File: config.mk
export PLATFORM = sky130hd
export DESIGN_NAME = mat_read_sequencer
export DESIGN_NICKNAME = d
export VERILOG_FILES = /design/src/rtl/mat_read_sequencer.sv
export SDC_FILE = /design/constraint.sdc
export NUM_CORES = 1
export LEC_CHECK = 0
export ABC_AREA = 1
export ABC_CLOCK_PERIOD_IN_PS = 2100
export CAP_MARGIN = 20
export CORE_ASPECT_RATIO = 1.2
export CORE_UTILIZATION = 30
export CTS_CLUSTER_DIAMETER = 100
export DETAILED_ROUTE_END_ITERATION = 12
export SLEW_MARGIN = 40
export SYNTH_ARGS = -nofsm -noshare
export SYNTH_HDL_FRONTEND = slang
export SYNTH_SLANG_ARGS = --single-unit
File: constraint.sdc
create_clock -name clk -period 2.1 [get_ports clk]
set_input_delay 0.42 -clock clk [delete_from_list [all_inputs] [get_ports clk]]
set_output_delay 0.42 -clock clk [all_outputs]
set_load 0.01 [all_outputs]
File: src/rtl/mat_read_sequencer.sv
// Read-port initiator for the matrix memory: fetches elements three at a time
// through the asynchronous read lanes, then streams them out over valid/ready.
module mat_read_sequencer #(
    parameter int ROW    = 2,
    parameter int COLUMN = 2,
    parameter int SIZE   = 8
) (
    input  logic            clk,
    input  logic            rst,
    input  logic            start,
    output logic            read,
    output logic [7:0]      read_address0,
    output logic [7:0]      read_address1,
    output logic [7:0]      read_address2,
    input  logic [SIZE-1:0] data0,
    input  logic [SIZE-1:0] data1,
    input  logic [SIZE-1:0] data2,
    output logic [SIZE-1:0] out_data,
    output logic [7:0]      out_index,
    output logic            out_valid,
    output logic            out_last,
    input  logic            out_ready,
    output logic            busy,
    output logic            done
);

    localparam logic [7:0] N = 8'(ROW * COLUMN);

    typedef enum logic [2:0] {IDLE, SETUP, READ, DRAIN, FIN} state_t;

    state_t          state_q, state_d;
    logic [7:0]      base_q, base_d;
    logic [1:0]      lane_q, lane_d;
    logic [1:0]      cnt_q, cnt_d;
    logic [SIZE-1:0] cap0_q, cap0_d;
    logic [SIZE-1:0] cap1_q, cap1_d;
    logic [SIZE-1:0] cap2_q, cap2_d;

    logic [7:0]      remaining;
    logic [1:0]      lane_inc;
    logic [7:0]      cur_index;
    logic            addr_en;

    // NOTE: state updates use non-blocking assignments so every register samples
    // the pre-edge value of its neighbours, regardless of statement order.
    always_ff @(posedge clk) begin
        if (rst) begin
            state_q <= IDLE;
            base_q  <= '0;
            lane_q  <= '0;
            cnt_q   <= '0;
            cap0_q  <= '0;
            cap1_q  <= '0;
            cap2_q  <= '0;
        end else begin
            state_q <= state_d;
            base_q  <= base_d;
            lane_q  <= lane_d;
            cnt_q   <= cnt_d;
            cap0_q  <= cap0_d;
            cap1_q  <= cap1_d;
            cap2_q  <= cap2_d;
        end
    end

    assign remaining = N - base_q;
    assign lane_inc  = lane_q + 2'd1;
    assign cur_index = base_q + {6'd0, lane_q};

    // NOTE: every signal written below gets a default first, so no path through
    // the case statement can leave one unassigned and infer a latch.
    always_comb begin
        state_d = state_q;
        base_d  = base_q;
        lane_d  = lane_q;
        cnt_d   = cnt_q;
        cap0_d  = cap0_q;
        cap1_d  = cap1_q;
        cap2_d  = cap2_q;
        unique case (state_q)
            IDLE: begin
                if (start) begin
                    base_d  = '0;
                    state_d = SETUP;
                end
            end
            SETUP: state_d = READ;
            READ: begin
                cap0_d  = data0;
                cap1_d  = data1;
                cap2_d  = data2;
                cnt_d   = (remaining >= 8'd3) ? 2'd3 : remaining[1:0];
                lane_d  = '0;
                state_d = DRAIN;
            end
            DRAIN: begin
                if (out_ready) begin
                    if (lane_inc == cnt_q) begin
                        // More elements remain past this batch: fetch the next three.
                        if ((base_q + {6'd0, cnt_q}) < N) begin
                            base_d  = base_q + 8'd3;
                            state_d = SETUP;
                        end else begin
                            state_d = FIN;
                        end
                    end else begin
                        lane_d = lane_inc;
                    end
                end
            end
            FIN:     state_d = IDLE;
            default: state_d = IDLE;
        endcase
    end

    // Addresses are driven from SETUP so they settle a full cycle before read rises.
    assign addr_en       = (state_q == SETUP) || (state_q == READ);
    assign read_address0 = addr_en ? base_q          : 8'd0;
    assign read_address1 = addr_en ? base_q + 8'd1   : 8'd0;
    assign read_address2 = addr_en ? base_q + 8'd2   : 8'd0;
    assign read          = (state_q == READ);

    assign out_valid = (state_q == DRAIN);
    assign out_index = out_valid ? cur_index : 8'd0;
    assign out_last  = out_valid && (cur_index == N - 8'd1);

    always_comb begin
        out_data = '0;
        if (out_valid) begin
            unique case (lane_q)
                2'd0:    out_data = cap0_q;
                2'd1:    out_data = cap1_q;
                default: out_data = cap2_q;
            endcase
        end
    end

    assign busy = (state_q != IDLE);
    assign done = (state_q == FIN);

endmodule

# After elaboration in Yosys (flattened, before gate mapping)
# Cells that the tools add are included.
# classes
addsub	7
magnitude_cmp	2
n_eq_ne	12
n_mux	20
reduce_logical	10
# op_table
cell	n
8-bit 2-to-1 mux	9
8-bit case mux with 2 select lines	2
8-bit by 2-bit adder with 8-bit output	2
8-bit by 2-bit adder with 8-bit output, second input constant	2
3-bit 2-to-1 mux	4
3-bit case mux with 4 select lines	1
8-bit by 1-bit adder with 8-bit output, second input constant	1
8-bit by 2-bit equality test with 1-bit output, second input constant	1
8-bit by 2-bit >= comparator with 1-bit output, second input constant	1
8-bit by 3-bit less-than comparator with 1-bit output, second input constant	1
3-bit by 8-bit subtractor with 8-bit output, first input constant	1
3-bit by 2-bit equality test with 1-bit output, second input constant	2
2-bit 2-to-1 mux	3
2-bit by 1-bit != test with 1-bit output, second input constant	3
3-bit AND reduction	2
5-bit AND reduction	1
2-bit != test, second input constant	2
2-bit case mux with 2 select lines	1
2-bit nonzero test	2
3-bit by 1-bit equality test with 1-bit output, second input constant	1
3-bit equality test, second input constant	1
3-bit logical NOT	1
3-bit nonzero test	1
2-bit by 1-bit adder with 2-bit output, second input constant	1
5 further kinds	5
# totals
reg_bits	39
inputBits	28

# Longest topological paths before layout
# Gate-level depths: netlist of the first run.
# logic_depth
word_depth	6
depth_mapped	12
depth_no_buf	12

# Worst setup path before layout of the first run
# OpenSTA, ideal clock, no wires.
# synth_path
path_type	reg2out
start	register base_q[0]
end	output out_last
arrival_time_ns	1.572
slack_ns	0.108
stages_incl_launch_ff	7
path_cell_list	dfxtp_1 > ha_1 > fa_1 > inv_1 > nor4_1 > nand4_1 > nor2_1
# synth_between
elab_chain_len	3
# synth_lines
element	line_no	text
start, declared	32	logic [7:0] base_q, base_d;
start signal, assigned	57	base_q <= base_d;
8-bit by 2-bit adder with 8-bit output	68	assign cur_index = base_q + {6'd0, lane_q};
8-bit by 2-bit equality test with 1-bit output	125	assign out_last = out_valid && (cur_index == N - 8'd1);
1-bit logical AND	125	
end, declared	21	output logic out_last,
# No other way between the ends.

# Final worst setup path of the first run
# layout_path
start	register base_q[1]
end	output out_last
# Same word-level chain as after synthesis.

==> metrics, run 1 <==
status=finished, violations left; violated checks=negative setup slack; switch share=43.1%; number of vias per cell after detailed routing=4.71; Final #Nets=567; largest net degree at the start of global routing=44; Root Buffer=sky130_fd_sc_hd__clkbuf_8; Synth-to-Final Area Change=57.9%; number of synthesized flops with an enable pin=0; post-DR wirelength/cell=13.3 um; Layout Skew=0.00649 ns; VDD IR-drop max=380 uV; max-slew violation total from the final report=0; capturing element type of the critical path=primary output; share of synthesized flip-flops with an asynchronous set or reset=0%; fraction of the mapped netlist area in compound gates=19.7%; cell-internal power=2.65 mW; number of instances in the synthesized netlist=404; combinational fraction of design power=62.6%; sum of routed wire segments on met1=3.47 mm; TritonRoute pass-1 iters=4; core area=0.00852 sq mm; critical path's largest stage delay=0.43 ns; worst-path maximum fanout=4; area share of fa/ha/maj cells after synthesis=5.53%; I/O pins=73; power per unit of standard cell area=1120 mW/mm^2; FILL cells=908; global-route usage over all layers=18.2%; antenna-violating nets left=0; starting density of the core=30.8%; data required time at the worst endpoint=1.68 ns; part of the cycle the worst path needs=117%; initial antenna violation count=0; most common cell in the synthesized netlist=sky130_fd_sc_hd__nand2_1; top cells by area, synth=sky130_fd_sc_hd__dfxtp_1 30%, sky130_fd_sc_hd__nand2_1 11%, sky130_fd_sc_hd__a21oi_1 9.7%; vias in the first global route=2838; Least-Margin Pin Slew=0.620 ns; Clock power frac=14.0%; FF+latch count, synth=39; detailed-route DRC error count=0; overflow left after global routing=0; RSZ-0062 raised after global routing=true; average cell area after synthesis=6.50 sq um; element type at the critical path start=flop; Die X=87.4 um; htree depth=2; critical path class=reg2out; num rows=37; Sequential Power Share=23.4%; post-synthesis mux area share=0%; Worst Hold Class=reg2reg; final weighted congestion in routability-driven placement=0.875; highest achievable clock rate=0.409 GHz; half-perimeter wire length after placement=6.11 mm; Post-Route WL=8.59 mm; data arrival time at the worst-slack endpoint=2.03 ns; synthesized net count=443; Num CTS Buffers=5; Die Outline Area=0.00913 sq mm; latest clock arrival within the worst-skew pair=0.29 ns; combinational family with the most area after synthesis=simple AND/OR/NAND/NOR gates; worst hold margin=0.469 ns; library cell with the largest summed area after synthesis=sky130_fd_sc_hd__dfxtp_1; # setup viols final=11; net switching power figure=2.01 mW; share of cells above drive strength 1=37.4%; met2 wire length=4.58 mm; first-pass GRT wire length=13.2 mm; count of buffers inserted at the top-level ports=72; Final TNS setup=-0.935 ns; maximum count of clock buffers along a single path=2; Yosys top cell area share=29.7%; Synth Flop Type=sky130_fd_sc_hd__dfxtp_1; xor/xnor cell area share of the yosys netlist=3.34%; final worst setup slack=-0.348 ns; clock-pin transition on the worst setup and hold timing paths=0.08 ns; number of warnings reported in the yosys synthesis log=0; max-cap viol count=0; count of final hold-check violations=0; minimum period implied by the final worst setup slack=2.45 ns; floorplan die height=104 um; remaining max-slew budget at the tightest pin=58.6%; post-place setup slack=-0.386 ns; top routing layer in use=met4; count of hold-fix buffers inserted at cts=0; clock tree from TritonCTS=yes; sequential fraction of the synthesis area=29.7%; Synth cell types=35; simple-gate share of the synthesized area=28.6%; leakage dissipation=1.80 nW; number of clock sinks=39; met3 wirelength from detailed routing=321 um; netlist area before placement=0.00263 sq mm; total vias in the final route=3045; number of antenna cells inserted=0; most instantiated cells after synthesis=74 x sky130_fd_sc_hd__nand2_1, 56 x sky130_fd_sc_hd__nor2_1, 53 x sky130_fd_sc_hd__inv_1; Slowest cell on crit path=sky130_fd_sc_hd__fa_2; CP Cell Sequence=buf_6 > fa_2 > xor2_2 > buf_4 > nor4_2 > nand4_1 > nor2_1 > buf_2; DR iter-0 viols=98
[cell usage in the layout (no fill, tap or decap), types with 6 or more instances in the layout]
| master | count |
|---|---|
| sky130_fd_sc_hd__nand2_1 | 69 |
| sky130_fd_sc_hd__buf_4 | 53 |
| sky130_fd_sc_hd__a21oi_1 | 48 |
| sky130_fd_sc_hd__inv_1 | 45 |
| sky130_fd_sc_hd__nor2_1 | 45 |
| sky130_fd_sc_hd__buf_2 | 35 |
| sky130_fd_sc_hd__dfxtp_1 | 30 |
| sky130_fd_sc_hd__clkdlybuf4s50_1 | 30 |
| sky130_fd_sc_hd__o21ai_0 | 29 |
| sky130_fd_sc_hd__nand3_1 | 13 |
| sky130_fd_sc_hd__nor2_2 | 10 |
| sky130_fd_sc_hd__nor2_4 | 9 |
| sky130_fd_sc_hd__buf_6 | 9 |
| sky130_fd_sc_hd__inv_2 | 8 |
| sky130_fd_sc_hd__o22ai_2 | 7 |
| sky130_fd_sc_hd__dfxtp_2 | 7 |
| sky130_fd_sc_hd__nand2_2 | 6 |
| sky130_fd_sc_hd__clkbuf_8 | 6 |
| sky130_fd_sc_hd__clkbuf_2 | 6 |
[routing by layer]
layer | up-vias | GRT usage, %
met1 | 1397 | 21.0
met4 | 0 | 5.15
met3 | 16 | 2.62
met5 | - | 0
met2 | 90 | 33.9
li1 | 1542 | -
[worst paths after layout]
check / endpoint / slack, ns / from / cells past startpoint
max: out_last / -0.35 / base_q[1] / 8
max reg2reg: base_q[0] / 0.16 / lane_q[1] / 13
min reg2reg: cap1_q[3] / 0.47 / cap1_q[3] / 2
min: cap1_q[3] / 0.47 / cap1_q[3] / 2
[stage by stage]
stage | area, sq um | utilization, % | instances | total power, mW
finish | 4140 | 48.6 | 646 | 4.66
global route | 4140 | 48.6 | 646 | 5.00
CTS | 3980 | 46.8 | 639 | 4.37
detailed placement | 3760 | 44.1 | 624 | 3.49
global placement | 3760 | 44.1 | 624 | 3.45
floorplan | 2630 | - | 404 | 2.47
[layout make-up]
type | instances | area, sq um | area share (%)
Multi-Input combinational cell | 285 | 1770 | 42.6
Timing Repair Buffer | 137 | 1070 | 25.8
Sequential cell | 39 | 797 | 19.2
Inverter | 60 | 250 | 6.04
Tap cell | 117 | 146 | 3.53
Clock buffer | 6 | 82.6 | 1.99
Clock inverter | 2 | 35.0 | 0.845
[logic make-up after synthesis]
| group | after synthesis |
|---|---|
| DFF | 39 |
| xor gates and xnor gates | 10 |
| and+or+nand+nor | 167 |
| buffers and inverters | 80 |
| adders and majority gates | 11 |
| AOI/OAI and AO/OA | 97 |
[critical path: cells and delay by family (launching register included)]
| family | cells | cell delay, ns |
|---|---|---|
| buf+inv | 3 | 0.38 |
| xor+xnor | 1 | 0.19 |
| fa+ha+maj | 1 | 0.43 |
| simple gates | 3 | 0.37 |
| flops | 1 | 0.36 |
[registers in the layout, indices dropped and copies added (netlist names)]
name	cells
cap2_q	8
cap1_q	8
base_q	8
state_q	3
cap0_q	8
lane_q	2
cnt_q	2
[repair_timing]
item / 4_1_cts / 5_1_grt
setup buffers: 9 / 11
cloned: 0 / 0
resized for setup: 175 / 86
pin swaps: 17 / 14
setup endpoints to repair: 42 / 41
[power groups by stage]
stage / sequential [mW] / combinational (mW) / clock [mW]
3_5_place_dp: 1.07 / 2.42 / 0
5_1_grt: 1.11 / 3.18 / 0.706
6_report: 1.09 / 2.91 / 0.651
3_3_place_gp: 1.06 / 2.39 / 0
2_1_floorplan: 1.05 / 1.42 / 0
4_1_cts: 1.07 / 2.63 / 0.665
Power figures use the tool's default switching activity.
==> inputs of run 2 (changes only) <==
--- a/config.mk
+++ b/config.mk
@@ -6,7 +6,7 @@
 export NUM_CORES = 1
 export LEC_CHECK = 0
 export ABC_AREA = 1
-export ABC_CLOCK_PERIOD_IN_PS = 2100
+export ABC_CLOCK_PERIOD_IN_PS = 2970
 export CAP_MARGIN = 20
 export CORE_ASPECT_RATIO = 1.2
 export CORE_UTILIZATION = 30
==> constraint.sdc (replaced) <==
create_clock -name clk -period 2.97 [get_ports clk]
set_input_delay 0.594 -clock clk [delete_from_list [all_inputs] [get_ports clk]]
set_output_delay 0.594 -clock clk [all_outputs]
set_load 0.01 [all_outputs]
==> run 2 against run 1 <==
  * The flow now finishes without violations
  * Register-to-register slack improved by 0.97 ns
  * Critical path depth decreased by 2
  * Sequential share of layout area increased by 3.0 points
  * Power decreased by 46%
  * Clock skew decreased by 0.0013 ns
  * First-iteration DRC count decreased by 27%
  * Sequential power decreased by 30%
  * Critical path type unchanged
  * Critical endpoint is now out_index[2]
  * Largest cell class unchanged
==> metrics, run 2 (synthesized netlist as in run 1, its figures left out) <==
total power of the final layout=2.53 mW (was 4.66 mW); largest net degree at the start of global routing=44 (unchanged); total vias in the final route=2750 (was 3045); first-pass GRT wire length=12.2 mm (was 13.2 mm); fin cells=590 (was 646); count of buffers inserted at the top-level ports=72 (unchanged); Slowest cell on crit path=sky130_fd_sc_hd__clkdlybuf4s50_1 (was sky130_fd_sc_hd__fa_2); count of final hold-check violations=0 (unchanged); final weighted congestion in routability-driven placement=0.897 (was 0.875); Least-Margin Pin Slew=0.628 ns (was 0.620 ns); FF+latch area=785 sq um (was 797 sq um); htree depth=2 (unchanged); data arrival time at the worst-slack endpoint=2.19 ns (was 2.03 ns); overflow left after global routing=0 (unchanged); global-route usage over all layers=16.9% (was 18.2%); Final TNS setup=0 ns (was -0.935 ns); Synth-to-Final Area Change=34.7% (was 57.9%); Post-Route WL=7.39 mm (was 8.59 mm); Num CTS Buffers=5 (unchanged); Layout Skew=0.00519 ns (was 0.00649 ns); initial antenna violation count=0 (unchanged); capturing element type of the critical path=primary output (unchanged); number of antenna cells inserted=0 (unchanged); share of cells above drive strength 1=9.30% (was 37.4%); area post-placement=0.00344 sq mm (was 0.00376 sq mm); commonest non-fill, non-tap cells in the layout=74 x sky130_fd_sc_hd__nand2_1, 71 x sky130_fd_sc_hd__clkdlybuf4s50_1, 54 x sky130_fd_sc_hd__nor2_1 (was 69 x sky130_fd_sc_hd__nand2_1, 53 x sky130_fd_sc_hd__buf_4, 48 x sky130_fd_sc_hd__a21oi_1); worst-path maximum fanout=5 (was 4); combinational fraction of design power=55.8% (was 62.6%); max-cap viol count=0 (unchanged); antenna-violating nets left=0 (unchanged); part of the cycle the worst path needs=93.8%; final worst setup slack=0.184 ns (was -0.348 ns); maximum count of clock buffers along a single path=2 (unchanged); post-CTS setup-driven buffer insertion count=0 (was 9); floorplan die height=104 um (unchanged); net switching power figure=1.16 mW (was 2.01 mW); minimum period implied by the final worst setup slack=2.79 ns; critical path class=reg2out (unchanged); FILL cells=912 (was 908); half-perimeter wire length after placement=5.74 mm (was 6.11 mm); num rows=37 (unchanged); Sequential Power Share=30.4% (was 23.4%); final instance area=0.00354 sq mm (was 0.00414 sq mm); detailed-route DRC error count=0 (unchanged); Clock power frac=13.8% (was 14.0%); Worst Hold Class=reg2reg (unchanged); DR iter-0 viols=72 (was 98); area of combinational cells with multiple inputs=0.00151 sq mm (was 0.00177 sq mm); Root Buffer=sky130_fd_sc_hd__clkbuf_8 (unchanged); starting density of the core=30.8% (unchanged); power per unit of standard cell area=714 mW/mm^2 (was 1120 mW/mm^2); highest achievable clock rate=0.359 GHz; I/O pins=73 (unchanged); clock tree from TritonCTS=yes (unchanged); worst hold margin=0.459 ns (was 0.469 ns); count of hold-fix buffers inserted at cts=0 (unchanged); clock-pin transition on the worst setup and hold timing paths=0.08 ns (about the same); latest clock arrival within the worst-skew pair=0.29 ns (about the same); Die X=87.4 um (unchanged); status=completed (was finished, violations left); Final #Nets=511 (was 567); # setup viols final=0 (was 11); Die Outline Area=0.00913 sq mm (unchanged); post-layout util=41.5% (was 48.6%); number of cells after detailed placement=582 (was 624); most common library cell in the layout ignoring fill and taps=sky130_fd_sc_hd__nand2_1 (unchanged); switch share=46.0% (was 43.1%); number of clock sinks=39 (unchanged); critical path's largest stage delay=0.54 ns (was 0.43 ns); TritonRoute pass-1 iters=4 (unchanged); post-place setup slack=0.279 ns (was -0.386 ns); vias in the first global route=2684 (was 2838); remaining max-slew budget at the tightest pin=58.1% (was 58.6%); post-DR wirelength/cell=12.5 um (was 13.3 um); RSZ-0062 raised after global routing=false (was true); CP Cell Sequence=ha_1 > fa_1 > xor2_1 > inv_1 > nor2_1 > clkdlybuf4s50_1 (was buf_6 > fa_2 > xor2_2 > buf_4 > nor4_2 > nand4_1 > nor2_1 > buf_2); core area=0.00852 sq mm (unchanged); max-slew violation total from the final report=0 (unchanged); leakage dissipation=1.36 nW (was 1.80 nW); VDD IR-drop max=307 uV (was 380 uV); number of vias per cell after detailed routing=4.66 (was 4.71); data required time at the worst endpoint=2.38 ns (was 1.68 ns); element type at the critical path start=flop (unchanged); cell-internal power=1.36 mW (was 2.65 mW)
run 2: changes by cell type in the layout (fill, tap and decap cells not counted), sizes merged:
cell and delta:
buf -91, dlygate4sd2 +1, clkbuf -5, dlymetal6s2s -1, clkdlybuf4s50 +41, inv +1, clkinv -1, bufinv -1
run 2: layout make-up:
class                   instances  share of cell area [%]
clock inverters                 1                   0.142
clock buffers                   7                    2.16
well taps                     117                    4.14
repair buffers                 81                    22.3
inverters                      60                    6.51
multi-input cells             285                    42.6
flip-flops and latches         39                    22.2
run 2: path summary, 6_finish.rpt:
path / from / end / slack, ns / depth (start not counted)
worst max-delay path: lane_q[0] / out_index[2] / 0.18 / 6
worst min-delay path: cap0_q[0] / cap0_q[0] / 0.46 / 2
worst max register to register: lane_q[0] / base_q[1] / 1.13 / 12
worst min register to register: cap0_q[0] / cap0_q[0] / 0.46 / 2
run 2: critical path: cells and delay by family (launching register included):
| family | cells | cell delay [ns] |
|---|---|---|
| DFF | 1 | 0.35 |
| adders and majority gates | 2 | 0.66 |
| and+or+nand+nor | 1 | 0.09 |
| buffers and inverters | 2 | 0.60 |
| xor gates and xnor gates | 1 | 0.20 |
run 2: power by group through the flow:
stage | Clock (mW) | Combinational, mW | Sequential, mW
3_5_place_dp | 0 | 1.41 | 0.776
3_3_place_gp | 0 | 1.38 | 0.767
5_1_grt | 0.381 | 1.59 | 0.788
6_report | 0.350 | 1.41 | 0.767
2_1_floorplan | 0 | 1.00 | 0.743
4_1_cts | 0.359 | 1.41 | 0.763
run 2: metal layers:
layer | GRT usage (%) | routed length, um | part of all wire (%)
met1 | 19.2 | 3180 | 43
met2 | 31.1 | 3680 | 50
met3 | 2.22 | 329 | 4.5
met4 | 6.32 | 206 | 2.8
met5 | 0 | 0 | 0
run 2: timing repair:
action,4_1_cts,5_1_grt
resized for setup,1,7
hold endpoints to repair,0,0
setup endpoints to repair,1,14
